===== src/rtl/uart_cmd_master.sv =====
// UART command master: parses read/write frames from the UART receiver, runs one
// 8-bit bus cycle per frame and returns a status byte (plus read data) on a byte stream.
module uart_cmd_master #(
  parameter int unsigned BUS_TIMEOUT   = 255,
  parameter int unsigned FRAME_TIMEOUT = 100000
) (
  input  logic       clk_i,
  input  logic       rst_i,
  input  logic [7:0] rx_data,
  input  logic       rx_valid,
  output logic [7:0] adr_o,
  output logic [7:0] dat_o,
  input  logic [7:0] dat_i,
  output logic       we_o,
  output logic       stb_o,
  input  logic       ack_i,
  output logic [7:0] resp_data,
  output logic       resp_valid,
  input  logic       resp_rdy,
  output logic       busy,
  output logic       overrun
);

  localparam int unsigned BW = 16;
  localparam int unsigned FW = 20;
  localparam logic [7:0] OP_RD  = 8'h01;
  localparam logic [7:0] OP_WR  = 8'h02;
  localparam logic [7:0] ST_OK  = 8'h00;
  localparam logic [7:0] ST_BAD = 8'hEE;
  localparam logic [7:0] ST_TMO = 8'hFF;

  typedef enum logic [2:0] {
    S_IDLE, S_ADR, S_DAT, S_BUS, S_RSP_STAT, S_RSP_DAT
  } state_t;

  state_t        state_q, state_d;
  logic [7:0]    op_q, op_d;
  logic [7:0]    adr_q, adr_d;
  logic [7:0]    dat_q, dat_d;
  logic [7:0]    rdata_q, rdata_d;
  logic [7:0]    status_q, status_d;
  logic [BW-1:0] bus_cnt_q, bus_cnt_d;
  logic [FW-1:0] frame_cnt_q, frame_cnt_d;
  logic          stb_q, stb_d;
  logic          we_q, we_d;
  logic [7:0]    resp_data_q, resp_data_d;
  logic          resp_valid_q, resp_valid_d;
  logic          busy_q, busy_d;
  logic          overrun_q, overrun_d;

  // State and output registers
  always_ff @(posedge clk_i or posedge rst_i) begin
    if (rst_i) begin
      state_q      <= S_IDLE;
      op_q         <= '0;
      adr_q        <= '0;
      dat_q        <= '0;
      rdata_q      <= '0;
      status_q     <= '0;
      bus_cnt_q    <= '0;
      frame_cnt_q  <= '0;
      stb_q        <= 1'b0;
      we_q         <= 1'b0;
      resp_data_q  <= '0;
      resp_valid_q <= 1'b0;
      busy_q       <= 1'b0;
      overrun_q    <= 1'b0;
    end else begin
      state_q      <= state_d;
      op_q         <= op_d;
      adr_q        <= adr_d;
      dat_q        <= dat_d;
      rdata_q      <= rdata_d;
      status_q     <= status_d;
      bus_cnt_q    <= bus_cnt_d;
      frame_cnt_q  <= frame_cnt_d;
      stb_q        <= stb_d;
      we_q         <= we_d;
      resp_data_q  <= resp_data_d;
      resp_valid_q <= resp_valid_d;
      busy_q       <= busy_d;
      overrun_q    <= overrun_d;
    end
  end

  // Next-state and output logic
  always_comb begin
    state_d     = state_q;
    op_d        = op_q;
    adr_d       = adr_q;
    dat_d       = dat_q;
    rdata_d     = rdata_q;
    status_d    = status_q;
    bus_cnt_d   = bus_cnt_q;
    frame_cnt_d = frame_cnt_q;
    stb_d       = stb_q;
    we_d        = we_q;
    overrun_d   = 1'b0;

    case (state_q)
      S_IDLE: begin
        frame_cnt_d = '0;
        if (rx_valid) begin
          if (rx_data == OP_RD || rx_data == OP_WR) begin
            op_d    = rx_data;
            state_d = S_ADR;
          end else begin
            status_d = ST_BAD;
            state_d  = S_RSP_STAT;
          end
        end
      end
      S_ADR, S_DAT: begin
        if (rx_valid) begin
          frame_cnt_d = '0;
          if (state_q == S_ADR) begin
            adr_d   = rx_data;
            state_d = (op_q == OP_WR) ? S_DAT : S_BUS;
          end else begin
            dat_d   = rx_data;
            state_d = S_BUS;
          end
        end else if (frame_cnt_q == FW'(FRAME_TIMEOUT - 1)) begin
          // Stalled partial frame is dropped silently so the parser resyncs
          frame_cnt_d = '0;
          state_d     = S_IDLE;
        end else begin
          frame_cnt_d = frame_cnt_q + FW'(1);
        end
      end
      S_BUS: begin
        overrun_d = rx_valid;
        if (!stb_q) begin
          stb_d     = 1'b1;
          we_d      = (op_q == OP_WR);
          bus_cnt_d = '0;
        end else if (ack_i) begin
          stb_d    = 1'b0;
          we_d     = 1'b0;
          status_d = ST_OK;
          if (op_q == OP_RD) rdata_d = dat_i;
          state_d  = S_RSP_STAT;
        end else if (bus_cnt_q == BW'(BUS_TIMEOUT - 1)) begin
          stb_d    = 1'b0;
          we_d     = 1'b0;
          status_d = ST_TMO;
          state_d  = S_RSP_STAT;
        end else begin
          bus_cnt_d = bus_cnt_q + BW'(1);
        end
      end
      S_RSP_STAT: begin
        overrun_d = rx_valid;
        if (resp_valid_q && resp_rdy) begin
          state_d = (op_q == OP_RD && status_q == ST_OK) ? S_RSP_DAT : S_IDLE;
        end
      end
      S_RSP_DAT: begin
        overrun_d = rx_valid;
        if (resp_valid_q && resp_rdy) state_d = S_IDLE;
      end
      default: state_d = S_IDLE;
    endcase

    resp_valid_d = (state_d == S_RSP_STAT) || (state_d == S_RSP_DAT);
    resp_data_d  = '0;
    if (state_d == S_RSP_STAT) resp_data_d = status_d;
    else if (state_d == S_RSP_DAT) resp_data_d = rdata_d;
    busy_d = (state_d != S_IDLE);
  end

  assign adr_o      = adr_q;
  assign dat_o      = dat_q;
  assign we_o       = we_q;
  assign stb_o      = stb_q;
  assign resp_data  = resp_data_q;
  assign resp_valid = resp_valid_q;
  assign busy       = busy_q;
  assign overrun    = overrun_q;

endmodule


===== config.mk =====
export PLATFORM = sky130hd
export DESIGN_NAME = uart_cmd_master
export DESIGN_NICKNAME = d
export VERILOG_FILES = /design/src/rtl/uart_cmd_master.sv
export SDC_FILE = /design/constraint.sdc
export NUM_CORES = 1
export LEC_CHECK = 0
export CAP_MARGIN = 30
export CELL_PAD_IN_SITES_DETAIL_PLACEMENT = 1
export CELL_PAD_IN_SITES_GLOBAL_PLACEMENT = 2
export CORE_ASPECT_RATIO = 1.25
export CORE_UTILIZATION = 40
export CTS_BUF_LIST = sky130_fd_sc_hd__clkbuf_16
export CTS_CLUSTER_DIAMETER = 40
export DETAILED_ROUTE_END_ITERATION = 10
export GPL_TIMING_DRIVEN = 0
export PLACE_DENSITY_LB_ADDON = 0.1
export RECOVER_POWER = 100
export SLEW_MARGIN = 15
export SYNTH_ARGS = -nofsm -noshare
export SYNTH_HDL_FRONTEND = slang
export SYNTH_SLANG_ARGS = --single-unit
export TNS_END_PERCENT = 30

===== constraint.sdc =====
create_clock -name clk_i -period 5.3 [get_ports clk_i]
set_input_delay 1.325 -clock clk_i [delete_from_list [all_inputs] [get_ports clk_i]]
set_output_delay 1.325 -clock clk_i [all_outputs]
set_load 0.01 [all_outputs]

==> impl_metrics.yaml <==
status:
  status: "finished, violations left"
  violations: "capacitance limit, slew limit"
clock_network:
  holdBufCountCts: 0
  cts_buffers: 9
  clock-root-buffer: "clkbuf_16"
  clkLatencyLatePin_ps: 350
  htreeDepth: 3
  postCtsSetupRepairBufs: 0
  cts_buffer_depth: 2
  cts_resized: 0
  clock-sinks: 92
  cts_tree: "yes"
  clk_pin_slew_ps: 70
routing:
  drt-initial-drc-count: 66
  wirelength_mm: 11.0
  wl_per_cell_um: 17.9
  drtPass1Iterations: 4
  drc: 0
  vias: 3419
  vias_per_cell: 5.59
  ant_nets: 0
critical_path:
  cp.arrival_ps: 3500
  start_kind: "input pin"
  path_cells: "dlygate4sd3_1 > inv_1 > nor4b_1 > clkbuf_1 > mux2_2"
  regToRegEndpoint: "bus_cnt_q[15]"
  worstSetupPathType: "in -> reg"
  cp.required_ps: 5530
  crit_slowest_cell: "dlygate4sd3_1"
  worstSetupEndpointType: "register"
  ff2ff_path_depth: 6
  ff2ff_setup_slack_ps: 2570
  critPathMaxStageDelay_ps: 670
  timing.rr.start: "bus_cnt_q[8]"
  cp_max_fo: 7
global_route:
  grt_pass1_wl_mm: 18.4
  overflow: 0
  grt_busiest_layer: "met2"
  grt_util_met2_pct: 35.9
  use_met3_pct: 3.11
  grt_max_degree: 61
  grtUsageMet1_pct: 25.5
  grtUsageTotal_pct: 20.9
  antenna_found_initial: 0
  grt_pass1_vias: 3709
yosys:
  yosys_warnings: 0
  synth_flop_cell: "dfrtp_1"
  syn-num-nets: 438
  synth_edf_count: 0
  synthCells: 414
  synth.area.top_cells: "dfrtp_1, mux2_2, a21oi_1"
  synth_async_sr_flop_share_pct: 100
  synth_area_sq_um: 4450
  yosys.area.top_type: "dfrtp_1"
  synth_top_area_share_pct: 51.8
  ys_seq_area_share_pct: 51.8
  ys_types: 60
  ys_ff_latch: 92
  syn_area_per_cell_sq_um: 10.7
timing:
  slew_headroom_pct: -7.63
  tns_ps: 0
  rsz0062_at_grt: "no"
  max_freq_mhz: 306
  period_minus_slack_ps: 3270
  hold_viol: 0
  hold_ws_ps: 485
  skew_ps: 7.31
  finalMaxSlewViolations: 33
  setup_violations: 0
  fin_ws_ps: 2030
  period_share_pct: 61.7
  worst_slew_pin_slew_ps: 1610
floorplanning:
  core-area_sq_um: 10700
  row_count: 42
  dieWidth_um: 96.3
  dieArea_sq_um: 11500
  initial_core_util_pct: 41.5
  die_h_um: 120
  io_pins: 50
placement:
  gp_congestion: 0.786
  dp_hpwl_mm: 7.67
  port_buffers: 49
  dpl-instance-area_sq_um: 5140
  pre_cts_ws_ps: 1940
finish:
  antennaDiodeCount: 0
  syn_to_final_growth_pct: 21.1
  design_area_sq_um: 5390
  fin_nets: 500
  layout-drive-gt1-share_pct: 12.1
power:
  p_total_mw: 2.38
  power_density_nw_per_um2: 442
  vdd_drop_max_uv: 173
  p_leak_nw: 2.25
flow_run:
  drv_cap: 1
min_path:
  min-delay-start: "rdata_q[4]"
  hp-class: "reg -> reg"
  worstHoldEndpoint: "rdata_q[4]"
  holdPathStages: 1
-- area by class of cell --
| cell class | instances | area (sq um) |
|---|---|---|
| inverters | 14 | 53.8 |
| plain buffers | 16 | 78.8 |
| clock inverters | 6 | 96.3 |
| well taps | 132 | 165 |
| flip-flops and latches | 92 | 2300 |
| fillers | 1182 | 5340 |
| clock buffers | 9 | 225 |
| multi-input cells | 292 | 1940 |
| repair buffers | 51 | 522 |
-- power breakdown --
| group | internal, mW | total, mW | switching [mW] | leakage [nW] |
|---|---|---|---|---|
| combinational | 0.335 | 0.710 | 0.375 | 0.948 |
| clock | 0.417 | 0.706 | 0.290 | 0.154 |
| sequential | 0.858 | 0.965 | 0.107 | 1.15 |
| total | 1.61 | 2.38 | 0.772 | 2.25 |
-- layer usage --
metal / routed length [um] / vias to the layer above
met3: 291 / 14
met1: 4800 / 1727
li1: - / 1630
met4: 199 / 0
met5: 0 / -
met2: 5670 / 48
-- state kept, by name (all words and copies together), names as in the netlist --
| register | cells |
|---|---|
| rdata_q | 8 |
| op_q | 8 |
| we_o | 1 |
| dat_o | 8 |
| busy | 1 |
| state_q | 3 |
| overrun | 1 |
| resp_data | 8 |
| resp_valid | 1 |
| frame_cnt_q | 20 |
| bus_cnt_q | 16 |
| stb_o | 1 |
| adr_o | 8 |
| status_q | 8 |
-- how the worst max path moves through the flow --
| stage | startpoint | to | slack [ps] | cells after the start |
|---|---|---|---|---|
| floorplan | rst_i | adr_o[0] | 1580 | 1 |
| global placement | rst_i | frame_cnt_q[13] | 80 | 2 |
| detailed placement | rx_valid | resp_data[3] | 1940 | 6 |
| CTS | rx_valid | resp_data[7] | 2250 | 6 |
| global route | ack_i | bus_cnt_q[15] | 1710 | 6 |
| finish | rx_valid | dat_o[6] | 2030 | 5 |
-- logic make-up after synthesis --
logic type / share of synthesized area (%)
compound gates: 12.5
xor+xnor: 1.97
fa+ha+maj: 0.844
buf+inv: 3.38
flops: 51.8
mux: 7.26
simple gates: 22.3
-- Yosys cell counts (4+ instances only) --
cell type	number
nor2_1	20
dfrtp_1	92
nand3_1	10
a22o_1	4
buf_4	4
o2bb2ai_1	8
and4_1	4
or4_1	5
and3_1	9
nor3_1	9
and2_1	9
buf_2	6
nand4_1	16
nor4_1	7
o21ai_0	24
nand2_1	33
inv_1	14
mux2_2	26
xor2_1	5
nand2b_1	5
nor4b_1	5
a21oi_1	28
clkbuf_1	4
or3_1	14
xnor2_1	5
-- critical path, delay by kind of cell --
kind,cells,cell delay [ps]
mux,1,390
buf+inv,3,1190
simple gates,1,590
-- layout by cell type, fill, tap and decap left out, types with 11 or more instances in the layout --
cell type,n
or3_1,15
mux2_2,19
clkdlybuf4s50_1,16
nand4_1,16
dfrtp_1,92
inv_1,13
nand3_1,11
o21ai_0,25
nand2_1,33
a21oi_1,29
nor2_1,22
dlygate4sd3_1,33
-- stage by stage --
step | util [%] | std cells
after floorplan | - | 414
after global placement | 47.6 | 595
after detailed placement | 47.9 | 597
after CTS | 50.9 | 612
after global routing | 50.2 | 612
final | 50.2 | 612
(Power assumes the default switching activity.)
